**config.mk**
```make
export PLATFORM = sky130hd
export DESIGN_NAME = ps2_rx_frame_flat
export DESIGN_NICKNAME = d
export VERILOG_FILES = /design/src/rtl/ps2_rx_frame_pkg.sv /design/src/rtl/ps2_rx_frame_if.sv /design/src/rtl/ps2_rx_frame_clk_filter.sv /design/src/rtl/ps2_rx_frame.sv /design/src/flat_wrapper.sv
export SDC_FILE = /design/constraint.sdc
export NUM_CORES = 1
export LEC_CHECK = 0
export CORE_MARGIN = 3
export CORE_UTILIZATION = 30
export CTS_CLUSTER_DIAMETER = 120
export DETAILED_ROUTE_END_ITERATION = 16
export PLACE_DENSITY = 0.53
export SLEW_MARGIN = 20
export SYNTH_ARGS = -nofsm -noshare
export SYNTH_HDL_FRONTEND = slang
export SYNTH_SLANG_ARGS = --single-unit
export TNS_END_PERCENT = 30
```
**constraint.sdc**
```tcl
create_clock -name clk -period 1.6 [get_ports clk]
set_input_delay 0.32 -clock clk [delete_from_list [all_inputs] [get_ports clk]]
set_output_delay 0.32 -clock clk [all_outputs]
set_load 0.02 [all_outputs]
```
**src/rtl/ps2_rx_frame_pkg.sv**
```systemverilog
// ps2_rx_frame shared types and constants.
// Optional mid-frame timeout: define PS2_RX_TIMEOUT_EN.
package ps2_pkg;

  typedef enum logic [1:0] {
    IDLE,
    DATA,
    PARITY,
    STOP
  } ps2_rx_state_t;

  localparam int PS2_FRAME_BITS = 11;
  localparam logic [3:0] PS2_BITCNT_INIT = 4'hB;
  localparam int PS2_SYNC_STAGES = 2;

  // 1 when data plus parity bit hold an odd number of ones
  function automatic logic ps2_odd_ok(
    input logic [7:0] d,
    input logic       p
  );
    return ^{d, p};
  endfunction

endpackage

```
**src/rtl/ps2_rx_frame_if.sv**
```systemverilog
// Byte output handshake of the PS/2 receiver.
// Master drives the byte, the decoder side is the slave.
interface ps2_rx_frame_if;
  logic       ready;
  logic [7:0] data;
  logic       valid;
  logic       parity_err;
  logic       frame_err;
  logic       overrun;
  logic       busy;

  modport master (
    input  ready,
    output data,
    output valid,
    output parity_err,
    output frame_err,
    output overrun,
    output busy
  );

  modport slave (
    output ready,
    input  data,
    input  valid,
    input  parity_err,
    input  frame_err,
    input  overrun,
    input  busy
  );
endinterface

```
**src/rtl/ps2_rx_frame_clk_filter.sv**
```systemverilog
// PS/2 line synchronisers, ps2c debounce and fall strobe.
// fall_o pulses one cycle as the filtered clock goes 1->0.
module ps2_clk_filter
  import ps2_pkg::*;
#(
  parameter int FILTER_LEN = 8
) (
  input  logic clk,
  input  logic rst_n,
  input  logic ps2c_i,
  input  logic ps2d_i,
  output logic fall_o,
  output logic sd_o
);

  localparam int CW = $clog2(FILTER_LEN + 1);

  logic [PS2_SYNC_STAGES-1:0] c_sync_q;
  logic [PS2_SYNC_STAGES-1:0] d_sync_q;
  logic [CW-1:0]              cnt_q, cnt_d;
  logic                       filt_q, filt_d;
  logic                       fall_q, fall_d;
  logic                       c_s;

  assign c_s    = c_sync_q[PS2_SYNC_STAGES-1];
  assign fall_o = fall_q;
  assign sd_o   = d_sync_q[PS2_SYNC_STAGES-1];

  always_comb begin
    cnt_d  = '0;
    filt_d = filt_q;
    fall_d = 1'b0;
    if (c_s != filt_q) begin
      if (cnt_q == CW'(FILTER_LEN - 1)) begin
        filt_d = c_s;
        fall_d = filt_q & ~c_s;
      end else begin
        cnt_d = cnt_q + 1'b1;
      end
    end
  end

  always_ff @(posedge clk or negedge rst_n) begin
    if (!rst_n) begin
      c_sync_q <= '1;
      d_sync_q <= '1;
      cnt_q    <= '0;
      filt_q   <= 1'b1;
      fall_q   <= 1'b0;
    end else begin
      c_sync_q <= {c_sync_q[PS2_SYNC_STAGES-2:0], ps2c_i};
      d_sync_q <= {d_sync_q[PS2_SYNC_STAGES-2:0], ps2d_i};
      cnt_q    <= cnt_d;
      filt_q   <= filt_d;
      fall_q   <= fall_d;
    end
  end

endmodule

```
**src/rtl/ps2_rx_frame.sv**
```systemverilog
// PS/2 device-to-host frame receiver with valid/ready byte output.
// Optional mid-frame timeout: define PS2_RX_TIMEOUT_EN.
module ps2_rx_frame
  import ps2_pkg::*;
#(
  parameter int FILTER_LEN     = 8,
  parameter int TIMEOUT_CYCLES = 100000
) (
  input  logic     clk,
  input  logic     rst_n,
  input  logic     ps2c,
  input  logic     ps2d,
  ps2_rx_frame_if.master rx
);

  ps2_rx_state_t state_q, state_d;
  logic [3:0] bitcnt_q, bitcnt_d;
  logic [7:0] shift_q, shift_d;
  logic       par_q, par_d;
  logic [7:0] data_q, data_d;
  logic       valid_q, valid_d;
  logic       perr_q, perr_d;
  logic       ferr_q, ferr_d;
  logic       ovr_q, ovr_d;
  logic       fall, sd, done, hs;
  logic [3:0] idx;

  ps2_clk_filter #(
    .FILTER_LEN(FILTER_LEN)
  ) u_filt (
    .clk   (clk),
    .rst_n (rst_n),
    .ps2c_i(ps2c),
    .ps2d_i(ps2d),
    .fall_o(fall),
    .sd_o  (sd)
  );

  assign idx = 4'd10 - bitcnt_q;
  assign hs  = valid_q & rx.ready;

`ifdef PS2_RX_TIMEOUT_EN
  logic [31:0] to_q, to_d;
  logic        to_hit;
  assign to_hit = (state_q != IDLE) && !fall &&
                  (to_q == 32'(TIMEOUT_CYCLES - 1));
  assign to_d = (state_q == IDLE || fall) ? '0 : to_q + 1'b1;
`endif

  always_comb begin
    state_d  = state_q;
    bitcnt_d = bitcnt_q;
    shift_d  = shift_q;
    par_d    = par_q;
    done     = 1'b0;
    ferr_d   = 1'b0;
    if (state_q == IDLE) bitcnt_d = PS2_BITCNT_INIT;
    if (fall) begin
      unique case (state_q)
        IDLE: begin
          if (!sd) begin
            state_d  = DATA;
            bitcnt_d = 4'hA;
          end
        end
        DATA: begin
          shift_d[idx[2:0]] = sd;
          bitcnt_d = bitcnt_q - 1'b1;
          if (bitcnt_q == 4'd3) state_d = PARITY;
        end
        PARITY: begin
          par_d    = sd;
          bitcnt_d = bitcnt_q - 1'b1;
          state_d  = STOP;
        end
        STOP: begin
          bitcnt_d = bitcnt_q - 1'b1;
          state_d  = IDLE;
          done     = sd;
          ferr_d   = ~sd;
        end
        default: state_d = IDLE;
      endcase
    end
`ifdef PS2_RX_TIMEOUT_EN
    if (to_hit) begin
      state_d  = IDLE;
      bitcnt_d = PS2_BITCNT_INIT;
      ferr_d   = 1'b1;
    end
`endif
  end

  always_comb begin
    data_d  = data_q;
    perr_d  = perr_q;
    valid_d = valid_q;
    ovr_d   = ovr_q;
    if (hs) begin
      valid_d = 1'b0;
      ovr_d   = 1'b0;
    end
    // Full register with no consumer this cycle keeps the old byte
    if (done) begin
      if (!valid_q || rx.ready) begin
        data_d  = shift_q;
        perr_d  = ~ps2_odd_ok(shift_q, par_q);
        valid_d = 1'b1;
      end else begin
        ovr_d = 1'b1;
      end
    end
  end

  always_ff @(posedge clk or negedge rst_n) begin
    if (!rst_n) begin
      state_q  <= IDLE;
      bitcnt_q <= PS2_BITCNT_INIT;
      shift_q  <= '0;
      par_q    <= 1'b0;
      data_q   <= '0;
      valid_q  <= 1'b0;
      perr_q   <= 1'b0;
      ferr_q   <= 1'b0;
      ovr_q    <= 1'b0;
    end else begin
      state_q  <= state_d;
      bitcnt_q <= bitcnt_d;
      shift_q  <= shift_d;
      par_q    <= par_d;
      data_q   <= data_d;
      valid_q  <= valid_d;
      perr_q   <= perr_d;
      ferr_q   <= ferr_d;
      ovr_q    <= ovr_d;
    end
  end

`ifdef PS2_RX_TIMEOUT_EN
  always_ff @(posedge clk or negedge rst_n) begin
    if (!rst_n) to_q <= '0;
    else        to_q <= to_d;
  end
`endif

  assign rx.data       = data_q;
  assign rx.valid      = valid_q;
  assign rx.parity_err = perr_q;
  assign rx.frame_err  = ferr_q;
  assign rx.overrun    = ovr_q;
  assign rx.busy       = (state_q != IDLE);

endmodule

```
**src/flat_wrapper.sv**
```systemverilog
// flat-port wrapper written by rule: the top's interface ports become plain ports
module ps2_rx_frame_flat import ps2_pkg::*;
#(
  parameter int FILTER_LEN     = 8,
  parameter int TIMEOUT_CYCLES = 100000
)
  (clk, rst_n, ps2c, ps2d, rx_ready, rx_data, rx_valid, rx_parity_err, rx_frame_err, rx_overrun, rx_busy);
  ps2_rx_frame_if rx_i ();
  input  logic clk;
  input  logic rst_n;
  input  logic ps2c;
  input  logic ps2d;
  input wire logic [$bits(rx_i.ready)-1:0] rx_ready;
  output wire logic [$bits(rx_i.data)-1:0] rx_data;
  output wire logic [$bits(rx_i.valid)-1:0] rx_valid;
  output wire logic [$bits(rx_i.parity_err)-1:0] rx_parity_err;
  output wire logic [$bits(rx_i.frame_err)-1:0] rx_frame_err;
  output wire logic [$bits(rx_i.overrun)-1:0] rx_overrun;
  output wire logic [$bits(rx_i.busy)-1:0] rx_busy;
  assign rx_i.ready = rx_ready;
  assign rx_data = rx_i.data;
  assign rx_valid = rx_i.valid;
  assign rx_parity_err = rx_i.parity_err;
  assign rx_frame_err = rx_i.frame_err;
  assign rx_overrun = rx_i.overrun;
  assign rx_busy = rx_i.busy;
  ps2_rx_frame #(.FILTER_LEN(FILTER_LEN), .TIMEOUT_CYCLES(TIMEOUT_CYCLES)) u_core (.clk(clk), .rst_n(rst_n), .ps2c(ps2c), .ps2d(ps2d), .rx(rx_i));
endmodule
```
### Word-level counts from Yosys, hierarchy flattened

Cells that the tools add are included.

* add/sub/neg operators: 3
* $lt $le $gt $ge: 2
* equality and inequality tests: 8
* muxes and demuxes: 24
* bitwise operators: 5
* reductions and logical operators: 12

Operators by type and width (count)
* two-way mux 4 bit: 5
* two-way mux 1 bit: 13
* parity 9 bit: 1
* bitwise mux 8 bit: 1
* case mux 2 bit (4 select lines): 1
* case mux 4 bit (2 select lines): 1
* AND reduction 2 bit: 4
* adder 4 x 1 -> 4 bit (second input constant): 1
* equality test 2 bit (second input constant): 2
* equality test 4 x 2 -> 1 bit (second input constant): 1
* equality test 4 x 3 -> 1 bit (second input constant): 1
* < comparator 3 x 4 -> 1 bit (second input constant): 1
* two-way mux 2 bit: 2
* subtractor 4 x 1 -> 4 bit (second input constant): 1
* demux 1 bit (select 3 bit): 1
* >= comparator 3 x 1 -> 1 bit (second input constant): 1
* NOT 1 bit: 3
* AND reduction 3 bit: 1
* OR reduction 3 bit: 1
* subtractor 2 x 3 -> 3 bit (first input constant): 1
* AND 1 bit: 2
* equality test 2 x 1 -> 1 bit (second input constant): 1
* zero test 2 bit: 1
* != test 2 x 1 -> 1 bit (second input constant): 1
* 6 further kinds: 6

* register bits: 37
* input bits: 5
* output and inout bits: 13
* logic and storage cells: 68

### Depth between registers and ports, before layout

Gate-level depths: netlist (run 1).

* word-level depth: 6
* depth in mapped cells: 6
* mapped depth without buffers: 6

### Cells and area by module

Synthesis (run 1) repeated with hierarchy kept, for this count alone.

* cells, all modules: 137
* area total of the unflattened synthesis: 1740.4 um^2

Modules (own cells, without submodules)
* ps2_rx_frame: times used 1, cells each 112, area an instance 1355.0 um^2, sequential area each 679.4 um^2
* ps2_clk_filter: times used 1, cells each 25, area an instance 385.4 um^2, sequential area each 256.5 um^2

### Worst setup path after synthesis (run 1)

OpenSTA, ideal clock, no wires.

* kind: reg-to-reg
* from: register u_core.bitcnt_q[0]
* to: register u_core.shift_q[2]
* setup time: 0.125 ns
* data arrival time: 1.622 ns
* required time: 1.475 ns
* setup slack: -0.147 ns
* cell stages (with the launch flop): 6
* buffers on the path: 1
* period minus slack after synthesis: 1.747 ns
* path through: dfstp_2 -> inv_1 -> ha_1 -> clkbuf_1 -> nor3_1 -> mux2_2

* longest elaborated chain between the ends: 6
* elaborated cells on any way between the ends: 7
* those cells by class: add/sub (1); order compare (2); mux (3); reduce/logical (1)

RTL lines
* from (decl): line ps2_rx_frame.sv:17 `logic [3:0] bitcnt_q, bitcnt_d;`
* from (signal assigned): line ps2_rx_frame.sv:128 `bitcnt_q <= bitcnt_d;`
* subtractor 2 x 3 -> 3 bit *: line ps2_rx_frame.sv:39 `assign idx = 4'd10 - bitcnt_q;`
* < comparator 3 x 4 -> 1 bit (not written as such) / >= comparator 3 x 1 -> 1 bit (equally long branches): line ps2_rx_frame.sv:67 `shift_d[idx[2:0]] = sd;`
* logical AND 1 bit (not written as such): line ps2_rx_frame.sv:67
* two-way mux 1 bit (not written as such): line ps2_rx_frame.sv:67
* demux 1 bit (select 3 bit) *
* bitwise mux 8 bit *: line ps2_rx_frame.sv:67
* to (signal assigned): line ps2_rx_frame.sv:129 `shift_q <= shift_d;`
* to (decl): line ps2_rx_frame.sv:18 `logic [7:0] shift_q, shift_d;`

Every way passes the cells marked *; elsewhere a longest branch is shown, timed or not.
A chain may end at the register's enable or synchronous reset.

### Final worst setup path (run 1)

* from: register u_core.bitcnt_q[1]
* to: register u_core.shift_q[1]

Same word-level chain as after synthesis.

==> metrics.md, run 1 <==
| Metric | Value |
|---|---|
| Unique cell type count in the Yosys netlist | 26 |
| Die W | around 81 um |
| Violations in the final reports | negative setup slack |
| Area of the mapped netlist | 0.00169 mm^2 |
| CTS buffer count | 5 |
| Pre-CTS setup slack | -0.0645 ns |
| Congestion Overflow GR | 0 |
| Static Leak | around 0.0010 uW |
| Final Instance Count excl. Fillers | 246 |
| Post-DR vias/cell | between 4 and 5 |
| I/O pin cnt | 18 |
| Delay of the slowest critical-path stage | about 0.57 ns |
| Fraction of registers with async set/reset | between 90% and 100% |
| Worst Setup Slack, final | -0.00939 ns |
| Port Buffer Count | 17 |
| Count of antenna-violating nets left after detailed routing | 0 |
| Number of design-rule violations left by the first detailed-router iteration | 49 |
| First drt pass iteration count | 4 |
| Peak ir drop on the vdd network | about 0.38 mV |
| Routability congestion estimate from global placement | around 0.80 |
| Vias in the first global route | 1,233 |
| Sinks on the clock net | 37 |
| Synth Instances | 137 |
| Launching point of the worst reg2reg path | u_core.bitcnt_q[1] |
| Series of cell instances along the critical path | buf_6 > inv_1 > ha_4 > nand3_1 > mux2_2 |
| Count of unresolved DRC violations after routing | 0 |
| Number of warnings printed during yosys synthesis | 0 |
| Total of endpoints with negative setup slack in the final report | 4 |
| Pin count of the biggest net entering global routing | 22 |
| Final HPWL from detailed placement | 2330 um |
| Hold WC Path Type | reg2reg |
| Reg clk slew, reported paths | roughly 0.070 ns |
| Post-synthesis sequential element count | 37 |
| Number of hold violations in the final report | 0 |
| Number of synthesized flops with an enable pin | 0 |
| Source of the worst hold timing path | u_core.u_filt.c_sync_q[0] |
| Max_slew headroom | 72.6% |
| Initial antenna violation count | 0 |
| Per-cell routed wire length | between 10 and 15 um |
| Largest clock skew in the final design | 0.00593 ns |
| Kind of end point of the critical path | flop |
| Met1 Resource Use GR | roughly 14% |
| Dominant synthesized flop cell | dfrtp_1 |
| TritonCTS clock tree | built |
| Cell depth of the worst flop-to-flop path | 5 |
| Total negative setup slack | -0.0195 ns |
| Type of the worst setup path | reg2reg |
| Register-to-Register Setup Slack | -0.009 ns |
| Highest-count cells in the layout ignoring fill and taps | dfrtp_1, clkdlybuf4s50_1, mux2_2 |
| Maximum capacitance violations | 0 |
| Hold depth | 0 |
| Post-CTS Setup Inserts | 0 |
| Met3 demand-to-capacity share in global routing | between 3 and 4% |
| Final cell utilization of the core | between 40% and 50% |
| Std cell rows | 26 |
| Grt peak-use layer | met2 |
| Arrival @ worst endpoint | 1.78 ns |
| Die Footprint | about 0.0066 mm^2 |
| Number of vias in the routed layout | about 1,100 |
| Global routing usage summed across all routing layers | 11.4% |
| Reg2Reg Capture Point | u_core.shift_q[1] |
| Terminating pin of the worst hold path | u_core.u_filt.c_sync_q[1] |
| Insertion delay to the later sink of the worst-skew pair | about 0.29 ns |
| Overall power consumption | approximately 1800 uW |
| Worst-path fanout max | 9 |
| Slowest CP cell | dfstp_2 |
| Measured slew at the worst slew-check pin | ~0.41 ns |
| GRT met2 Usage | 19.2% |
| Power density of the placed cells | a little under 800 mW/mm^2 |
| Share of the clock period used by the worst path after layout | 101% |
| Root buffer cell | clkbuf_8 |
| Synthesis-to-layout area growth | 37.3% |
| Placeable Area | about 0.0053 mm^2 |
| Post-synthesis sequential area ratio | ~55% |
| Antenna Diode Count | 0 |
| Tmin final | approximately 1.6 ns |
| Number of H-tree branching levels | 2 |
| Per-instance average area after synthesis | 12.4 um^2 |
| Placed Instances | 237 |
| Net count after synthesis | 150 |
| Layout cells sized above 1 | 40.3% |
| Worst Setup Start Kind | flop |
| Post-layout nets | approximately 190 |
| Clock buffer depth | 2 |
| Critical path data required time | around 1.8 ns |
| Run status | finished with violations |
| Sum of routed wire length over all layers | 3090 um |
| Final Max Slew Viols | 0 |
| Fmax | 621 MHz |
| Die Height | just over 80 um |
| First-pass GRT wire length | 5670 um |
| Most common cell after layout, fill and taps aside | dfrtp_1 |
| Unrepaired setup endpoints after global routing | true |
| Initial core utilization | 32.1% |
cells by family (layout without fill, tap and decap cells):
kind of cell / Yosys count / after routing / share of synthesized area [%]
xor gates and xnor gates: 12 / 12 / 7.46
adders and majority gates: 8 / 8 / 5.91
AOI/OAI and AO/OA: 12 / 12 / 4.73
muxes: 19 / 19 / 12.6
DFF: 37 / 37 / 55.2
and+or+nand+nor: 36 / 36 / 10.6
buffers and inverters: 13 / 52 / 3.40
cell usage after synthesis (3+ instances only):
cell type | count | share of area (%)
xnor2_1 | 8 | 4.1
inv_1 | 9 | 2.0
nor3_1 | 8 | 2.4
dfstp_2 | 8 | 12
mux2_2 | 19 | 13
nand3_1 | 8 | 2.4
nand2_1 | 7 | 1.6
a21oi_1 | 6 | 1.8
dfrtp_1 | 29 | 43
nor2_1 | 7 | 1.6
ha_1 | 8 | 5.9
o21ai_0 | 3 | 0.89
flip-flops by register name, summed over array words and instances (netlist names):
register and cells:
u_core.u_filt.filt_q 1, u_core.rx.parity_err 1, u_core.rx.valid 1, u_core.rx.frame_err 1, u_core.rx.data 8, u_core.u_filt.cnt_q 4
u_core.par_q 1, u_core.bitcnt_q 4, u_core.state_q 2, u_core.shift_q 8, u_core.u_filt.fall_o 1, u_core.rx.overrun 1
u_core.u_filt.d_sync_q 2, u_core.u_filt.c_sync_q 2
routing by layer:
metal / wire (um) / part of all wire, %
met1: 1330 / 43
met2: 1590 / 51
met3: 128 / 4.1
met4: 41 / 1.3
met5: 0 / 0
layout make-up:
cell class,count,area (um^2)
clock buffer,7,96.3
clock inverter,1,5.00
fill,509,2940
inverter,9,38.8
multi-input combinational,87,826
sequential,37,936
tap,70,87.6
timing repair buffer,35,337
per-stage QoR:
stage               area (um^2)  hold slack [ns]
floorplan                  1790           0.0244
global placement           2160            0.271
detailed placement         2160            0.275
CTS                        2290            0.354
global route               2330            0.362
finish                     2330            0.356
critical path, delay by kind of cell (launching register included):
kind / cells / cell delay [ns]
fa+ha+maj: 1 / 0.37
buf+inv: 2 / 0.17
mux: 1 / 0.28
flops: 1 / 0.57
simple gates: 1 / 0.11
worst max path at each step:
stage / cells past startpoint / to / slack, ns / startpoint
2_1_floorplan: 5 / u_core.state_q[1] / -0.03 / u_core.bitcnt_q[0]
3_3_place_gp: 5 / u_core.rx.data[1] / -0.03 / rx_ready
3_5_place_dp: 5 / u_core.state_q[1] / -0.06 / u_core.bitcnt_q[1]
4_1_cts: 5 / u_core.shift_q[6] / -0.02 / u_core.bitcnt_q[1]
5_1_grt: 5 / u_core.shift_q[5] / -0.08 / u_core.bitcnt_q[1]
6_report: 5 / u_core.shift_q[1] / -0.009 / u_core.bitcnt_q[1]
what timing repair did:
action                     in CTS  in global routing
hold buffers                    1                  0
pin swaps                       1                  1
gates resized for setup         7                  9
hold endpoints to repair       15                  0
setup endpoints to repair      10                 26
power breakdown:
part | switching [uW] | internal [uW]
logic | 64.7 | 60.4
clock network | 315 | 389
registers | 24.9 | 979
total | 405 | 1430
Note: power is estimated with default switching activity, not from simulation.
==> inputs of run 2 (changes only) <==
--- a/config.mk
+++ b/config.mk
@@ -9,7 +9,7 @@
 export CORE_UTILIZATION = 30
 export CTS_CLUSTER_DIAMETER = 120
 export DETAILED_ROUTE_END_ITERATION = 16
-export PLACE_DENSITY = 0.53
+export PLACE_DENSITY = 0.52
 export SLEW_MARGIN = 20
 export SYNTH_ARGS = -nofsm -noshare
 export SYNTH_HDL_FRONTEND = slang
==> constraint.sdc (replaced) <==
create_clock -name clk -period 1.5 [get_ports clk]
set_input_delay 0.3 -clock clk [delete_from_list [all_inputs] [get_ports clk]]
set_output_delay 0.3 -clock clk [all_outputs]
set_load 0.02 [all_outputs]
==> run 2 against run 1 <==
Net effect: the flow still finishes with violations (negative setup slack); first-iteration DRC count decreased by 41%; clock-buffer cell count unchanged; register-to-register slack got worse by 0.10 ns; hold slack got worse by 0.31 ns; clock skew increased by 0.00087 ns; global-route usage about the same.
==> metrics.md, run 2 (synthesis gave the netlist of run 1 again) <==
| Metric | Value |
|---|---|
| Max_slew headroom | 69.0% (-3.6 points) |
| Hold Buf Count CTS | 0 (-1) |
| Hold Slack | 0.0452 ns (-0.311 ns) |
| Initial core utilization | 32.1% (unchanged) |
| Kind of end point of the critical path | flop |
| TritonCTS clock tree | built |
| Unrepaired setup endpoints after global routing | true |
| Die Height | 81.1 um (unchanged) |
| Number of design-rule violations left by the first detailed-router iteration | 29 (-41%) |
| Port Buffer Count | 17 (unchanged) |
| Die Footprint | 0.00658 mm^2 (unchanged) |
| Static Leak | 0.00110 uW (+6.3%) |
| Post-DR vias/cell | 4.52 (-1.4%) |
| Final cell utilization of the core | 44.4% (+0.24 points) |
| Sum of routed wire length over all layers | 3190 um (+3.1%) |
| Count of unresolved DRC violations after routing | 0 (unchanged) |
| Final HPWL from detailed placement | 2340 um (+0.78%) |
| Number of H-tree branching levels | 2 (unchanged) |
| Routability congestion estimate from global placement | 0.771 (-4.1%) |
| Violations in the final reports | negative setup slack |
| Sinks on the clock net | 37 (unchanged) |
| Pin count of the biggest net entering global routing | 38 (+73%) |
| Slowest CP cell | dfstp_2 |
| Congestion Overflow GR | 0 (unchanged) |
| Series of cell instances along the critical path | ha_4 > xnor2_1 > buf_4 > nor3_4 > mux2_4 |
| Placeable Area | 0.00527 mm^2 (unchanged) |
| Post-layout nets | 192 (+2.1%) |
| Insertion delay to the later sink of the worst-skew pair | 0.29 ns (about the same) |
| Peak ir drop on the vdd network | 0.544 mV (+44%) |
| Std cell rows | 26 (unchanged) |
| Number of vias in the routed layout | 1,130 (+0.18%) |
| Worst-path fanout max | 4 (-5) |
| Reg clk slew, reported paths | 0.07 ns (about the same) |
| Fmax | 621 MHz (-0.12%) |
| Count of antenna-violating nets left after detailed routing | 0 (unchanged) |
| Delay of the slowest critical-path stage | 0.58 ns (about the same) |
| Synthesis-to-layout area growth | 38.0% |
| Power density of the placed cells | 833 mW/mm^2 (+5.7%) |
| Final Max Slew Viols | 0 (unchanged) |
| Global routing usage summed across all routing layers | 11.3% (-0.026 points) |
| Cell depth of the worst flop-to-flop path | 5 (unchanged) |
| CTS buffer count | 5 (unchanged) |
| Critical path data required time | 1.67 ns (-0.10 ns) |
| Measured slew at the worst slew-check pin | 0.464 ns (+0.0538 ns) |
| Launching point of the worst reg2reg path | u_core.bitcnt_q[0] |
| Number of hold violations in the final report | 0 (unchanged) |
| First drt pass iteration count | 4 (unchanged) |
| Register-to-Register Setup Slack | -0.11 ns (-0.10 ns) |
| Tmin final | 1.61 ns (+0.00200 ns) |
| Root buffer cell | clkbuf_8 |
| Total of endpoints with negative setup slack in the final report | 18 (+14) |
| Reg2Reg Capture Point | u_core.shift_q[7] |
| Hold WC Path Type | in2async |
| Initial antenna violation count | 0 (unchanged) |
| Layout cells sized above 1 | 45.0% (+4.7 points) |
| Bufs and invs on worst path | 1 (-1) |
| Arrival @ worst endpoint | 1.78 ns (about the same) |
| Worst Setup Slack, final | -0.111 ns (-0.102 ns) |
| Most common cell after layout, fill and taps aside | dfrtp_1 |
| Die W | 81.1 um (unchanged) |
| Antenna Diode Count | 0 (unchanged) |
| Clock buffer depth | 2 (unchanged) |
| I/O pin cnt | 18 (unchanged) |
| Per-cell routed wire length | 12.7 um (+1.4%) |
| Maximum capacitance violations | 0 (unchanged) |
| Highest-count cells in the layout ignoring fill and taps | dfrtp_1, buf_4, mux2_2 |
| Vias in the first global route | 1,208 (-2.0%) |
| Top delay family on crit path | flip-flops |
| First-pass GRT wire length | 5560 um (-1.9%) |
| Run status | finished with violations |
| Largest clock skew in the final design | 0.00680 ns (+0.000866 ns) |
| Post-CTS Setup Inserts | 0 (unchanged) |
| Type of the worst setup path | reg2reg |
| Share of the clock period used by the worst path after layout | 107% (+6.8 points) |
| Worst Setup Start Kind | flop |
-- run 2: cell count changes in the layout (fill, tap and decap cells not counted), moves of 2 or more --
| cell | delta |
|---|---|
| clkdlybuf4s50_1 | -12 |
| inv_1 | -2 |
| buf_4 | +6 |
| inv_2 | +2 |
| dlygate4sd2_1 | +12 |
-- run 2: worst max-delay path by stage --
stage                                   from                 to  depth (start not counted)
final                     u_core.bitcnt_q[0]  u_core.shift_q[7]                          5
after detailed placement  u_core.bitcnt_q[1]  u_core.state_q[1]                          5
after global placement    u_core.bitcnt_q[1]  u_core.state_q[1]                          5
after global routing      u_core.bitcnt_q[0]  u_core.shift_q[7]                          5
after floorplan           u_core.bitcnt_q[0]  u_core.state_q[1]                          5
after CTS                 u_core.bitcnt_q[0]  u_core.shift_q[3]                          5
-- run 2: stage by stage --
stage	setup slack [ns]	std cells	setup TNS, ns	area, um^2	total power (uW)
6_report	-0.111	250	-1.26	2340	1950
5_1_grt	-0.172	250	-2.69	2340	2070
3_5_place_dp	-0.118	242	-1.80	2190	1220
3_3_place_gp	-0.102	242	-1.49	2190	1210
4_1_cts	-0.125	250	-1.40	2270	1990
2_1_floorplan	-0.0950	137	-0.556	1810	1150
-- run 2: final cells by class --
class | count | area [um^2]
clock buffers | 7 | 96.3
clock inverters | 1 | 5.00
inverters | 9 | 36.3
repair buffers | 39 | 337
multi-input cells | 87 | 841
well taps | 70 | 87.6
flip-flops and latches | 37 | 936
fillers | 537 | 2930
-- run 2: worst register-to-register path, delay by kind of cell (launching register included) --
kind,cells,cell delay [ns]
adders and majority gates,1,0.17
muxes,1,0.31
buffers and inverters,1,0.17
DFF,1,0.58
and+or+nand+nor,1,0.18
xor gates and xnor gates,1,0.08
-- run 2: layer usage --
| layer | global-route usage, % | part of all wire [%] | vias to the layer above |
|---|---|---|---|
| li1 | - | - | 553 |
| met1 | 12.8 | 40 | 553 |
| met2 | 20.0 | 55 | 17 |
| met3 | 3.33 | 3.4 | 7 |
| met4 | 4.56 | 1.6 | 0 |
| met5 | 0 | 0 | - |
-- run 2: repair_timing --
action                     CTS  global route
pin swaps                    1             0
setup endpoints to repair   31            21
gates resized for setup     16            17
-- run 2: where the power goes --
group          total, uW  internal (uW)  switching, uW
registers           1070           1040           25.4
logic                129           60.9           68.3
clock network        749            415            334
total               1950           1520            428
==> inputs of run 3 (changes only) <==
--- a/config.mk
+++ b/config.mk
@@ -9,8 +9,9 @@
 export CORE_UTILIZATION = 30
 export CTS_CLUSTER_DIAMETER = 120
 export DETAILED_ROUTE_END_ITERATION = 16
+export MAX_ROUTING_LAYER = met4
 export PLACE_DENSITY = 0.52
-export SLEW_MARGIN = 20
+export SLEW_MARGIN = 15
 export SYNTH_ARGS = -nofsm -noshare
 export SYNTH_HDL_FRONTEND = slang
 export SYNTH_SLANG_ARGS = --single-unit
==> run 3 against run 2 <==
Net effect: the flow still finishes with violations (negative setup slack); combinational power about the same; die area unchanged; clock-buffer cell count unchanged; clock skew about the same; sequential cell count unchanged; sequential share of layout area unchanged; non-clock buffer count unchanged; global-route usage increased by 0.33 points; clock power about the same; sequential power about the same; register-to-register slack about the same; maximum frequency unchanged; largest cell class unchanged; largest power group unchanged.
==> metrics.md, run 3 (synthesis gave the netlist of run 1 again) <==
| Metric | Value |
|---|---|
| Tmin final | 1.61 ns (unchanged) |
| Worst Setup Slack, final | -0.111 ns (unchanged) |
| Max_slew headroom | 69.0% (about the same) |
| Largest clock skew in the final design | 0.00682 ns (+0.0000195 ns) |
| Final Instance Count excl. Fillers | 250 (unchanged) |
| Placed Instances | 242 (unchanged) |
| Fmax | 621 MHz (unchanged) |
| Worst-path fanout max | 4 (unchanged) |
| Number of vias in the routed layout | 1,130 (unchanged) |
| I/O pin cnt | 18 (unchanged) |
| Initial core utilization | 32.1% (unchanged) |
| Root buffer cell | clkbuf_8 |
| Layout cells sized above 1 | 45.0% (unchanged) |
| Pin count of the biggest net entering global routing | 38 (unchanged) |
| CTS buffer count | 5 (unchanged) |
| Placeable Area | 0.00527 mm^2 (unchanged) |
| Vias in the first global route | 1,207 (-0.083%) |
| Violations in the final reports | negative setup slack |
| Antenna Diode Count | 0 (unchanged) |
| Count of antenna-violating nets left after detailed routing | 0 (unchanged) |
| Critical path data required time | 1.67 ns (about the same) |
| Synthesis-to-layout area growth | 38.0% (unchanged) |
| Worst Setup Start Kind | flop |
| Unrepaired setup endpoints after global routing | true |
| Arrival @ worst endpoint | 1.78 ns (about the same) |
| Cell depth of the worst flop-to-flop path | 5 (unchanged) |
| Port Buffer Count | 17 (unchanged) |
| Die Footprint | 0.00658 mm^2 (unchanged) |
| Power density of the placed cells | 833 mW/mm^2 (about the same) |
| Most common cell after layout, fill and taps aside | dfrtp_1 |
| Cell area after placement | 0.00219 mm^2 (unchanged) |
| Global routing usage summed across all routing layers | 11.7% (+0.33 points) |
| Static Leak | 0.00110 uW (unchanged) |
| TritonCTS clock tree | built |
| Number of H-tree branching levels | 2 (unchanged) |
| Post-CTS Setup Inserts | 0 (unchanged) |
| Sinks on the clock net | 37 (unchanged) |
| Number of hold violations in the final report | 0 (unchanged) |
| Sum of routed wire length over all layers | 3180 um (about the same) |
| Post-DR vias/cell | 4.52 (unchanged) |
| Congestion Overflow GR | 0 (unchanged) |
| First drt pass iteration count | 4 (unchanged) |
| Register-to-Register Setup Slack | -0.11 ns (about the same) |
| Routability congestion estimate from global placement | 0.782 (+1.3%) |
| Type of the worst setup path | reg2reg |
| Hold WC Path Type | in2async |
| Die W | 81.1 um (unchanged) |
| Highest-count cells in the layout ignoring fill and taps | dfrtp_1, buf_4, mux2_2 |
| Peak ir drop on the vdd network | 0.544 mV (unchanged) |
| Post-layout nets | 192 (unchanged) |
| Hold Slack | 0.0452 ns (+0.0000172 ns) |
| Number of design-rule violations left by the first detailed-router iteration | 30 (+3.4%) |
| Maximum capacitance violations | 0 (unchanged) |
| Measured slew at the worst slew-check pin | 0.464 ns (-0.00000632 ns) |
| Insertion delay to the later sink of the worst-skew pair | 0.29 ns (about the same) |
| Die Height | 81.1 um (unchanged) |
| Hold Buf Count CTS | 0 (unchanged) |
| Initial antenna violation count | 0 (unchanged) |
| Run status | finished with violations |
| First-pass GRT wire length | 5570 um (+0.13%) |
| Std cell rows | 26 (unchanged) |
| Final Max Slew Viols | 0 (unchanged) |
| Finished layout cell area | 0.00234 mm^2 (unchanged) |
| Reg2Reg Capture Point | u_core.shift_q[7] |
| Total of endpoints with negative setup slack in the final report | 18 (unchanged) |
| Share of the clock period used by the worst path after layout | 107% (unchanged) |
| Count of unresolved DRC violations after routing | 0 (unchanged) |
| Per-cell routed wire length | 12.7 um (about the same) |
| Final HPWL from detailed placement | 2340 um (unchanged) |
| Reg clk slew, reported paths | 0.07 ns (about the same) |
| Kind of end point of the critical path | flop |
| Launching point of the worst reg2reg path | u_core.bitcnt_q[0] |
| Clock buffer depth | 2 (unchanged) |
## run 3: cell counts in the layout (fill, tap and decap cells not counted)
No cell type changed its count.
## run 3: area by class of cell
type                       instances  area (um^2)
clock buffer                       7         96.3
clock inverter                     1         5.00
fill                             537         2930
inverter                           9         36.3
multi-input combinational         87          841
sequential                        37          936
tap                               70         87.6
timing repair buffer              39          337
## run 3: repair_timing
item,CTS,global route
pin swaps,1,0
resized for setup,16,17
endpoints found under the setup margin,31,21
## run 3: report_power, final
group,switching [uW],leakage [uW],internal [uW]
Sequential,25.4,0.000480,1040
Clock,334,0.0000542,415
Combinational,68.3,0.000562,60.9
## run 3: metal layers
metal	share of wire, %	track usage (%)
met1	41	12.8
met2	55	20.0
met3	3.3	3.33
met4	1.5	4.56
met5	0	-
## run 3: how the worst max path moves through the flow
stage                  startpoint           endpoint  slack [ns]  cells after the start
2_1_floorplan  u_core.bitcnt_q[0]  u_core.state_q[1]       -0.09                      5
5_1_grt        u_core.bitcnt_q[0]  u_core.shift_q[7]       -0.17                      5
4_1_cts        u_core.bitcnt_q[0]  u_core.shift_q[3]       -0.13                      5
6_report       u_core.bitcnt_q[0]  u_core.shift_q[7]       -0.11                      5
3_5_place_dp   u_core.bitcnt_q[1]  u_core.state_q[1]       -0.12                      5
3_3_place_gp   u_core.bitcnt_q[1]  u_core.state_q[1]       -0.10                      5
## run 3: stage by stage
step                TNS (ns)  worst slack (ns)  power, uW  util (%)
finish                 -1.26            -0.111       1950      44.4
global route           -2.69            -0.172       2070      44.4
CTS                    -1.40            -0.125       1990      43.1
detailed placement     -1.80            -0.118       1220      41.6
global placement       -1.49            -0.102       1210      41.6
floorplan             -0.556           -0.0950       1150         -
## run 3: worst max-delay path, cell delays in order (launching register included)
cell and delay [ns]:
dfstp_2 0.58, ha_4 0.17, xnor2_1 0.08, buf_4 0.17
nor3_4 0.18, mux2_4 0.31
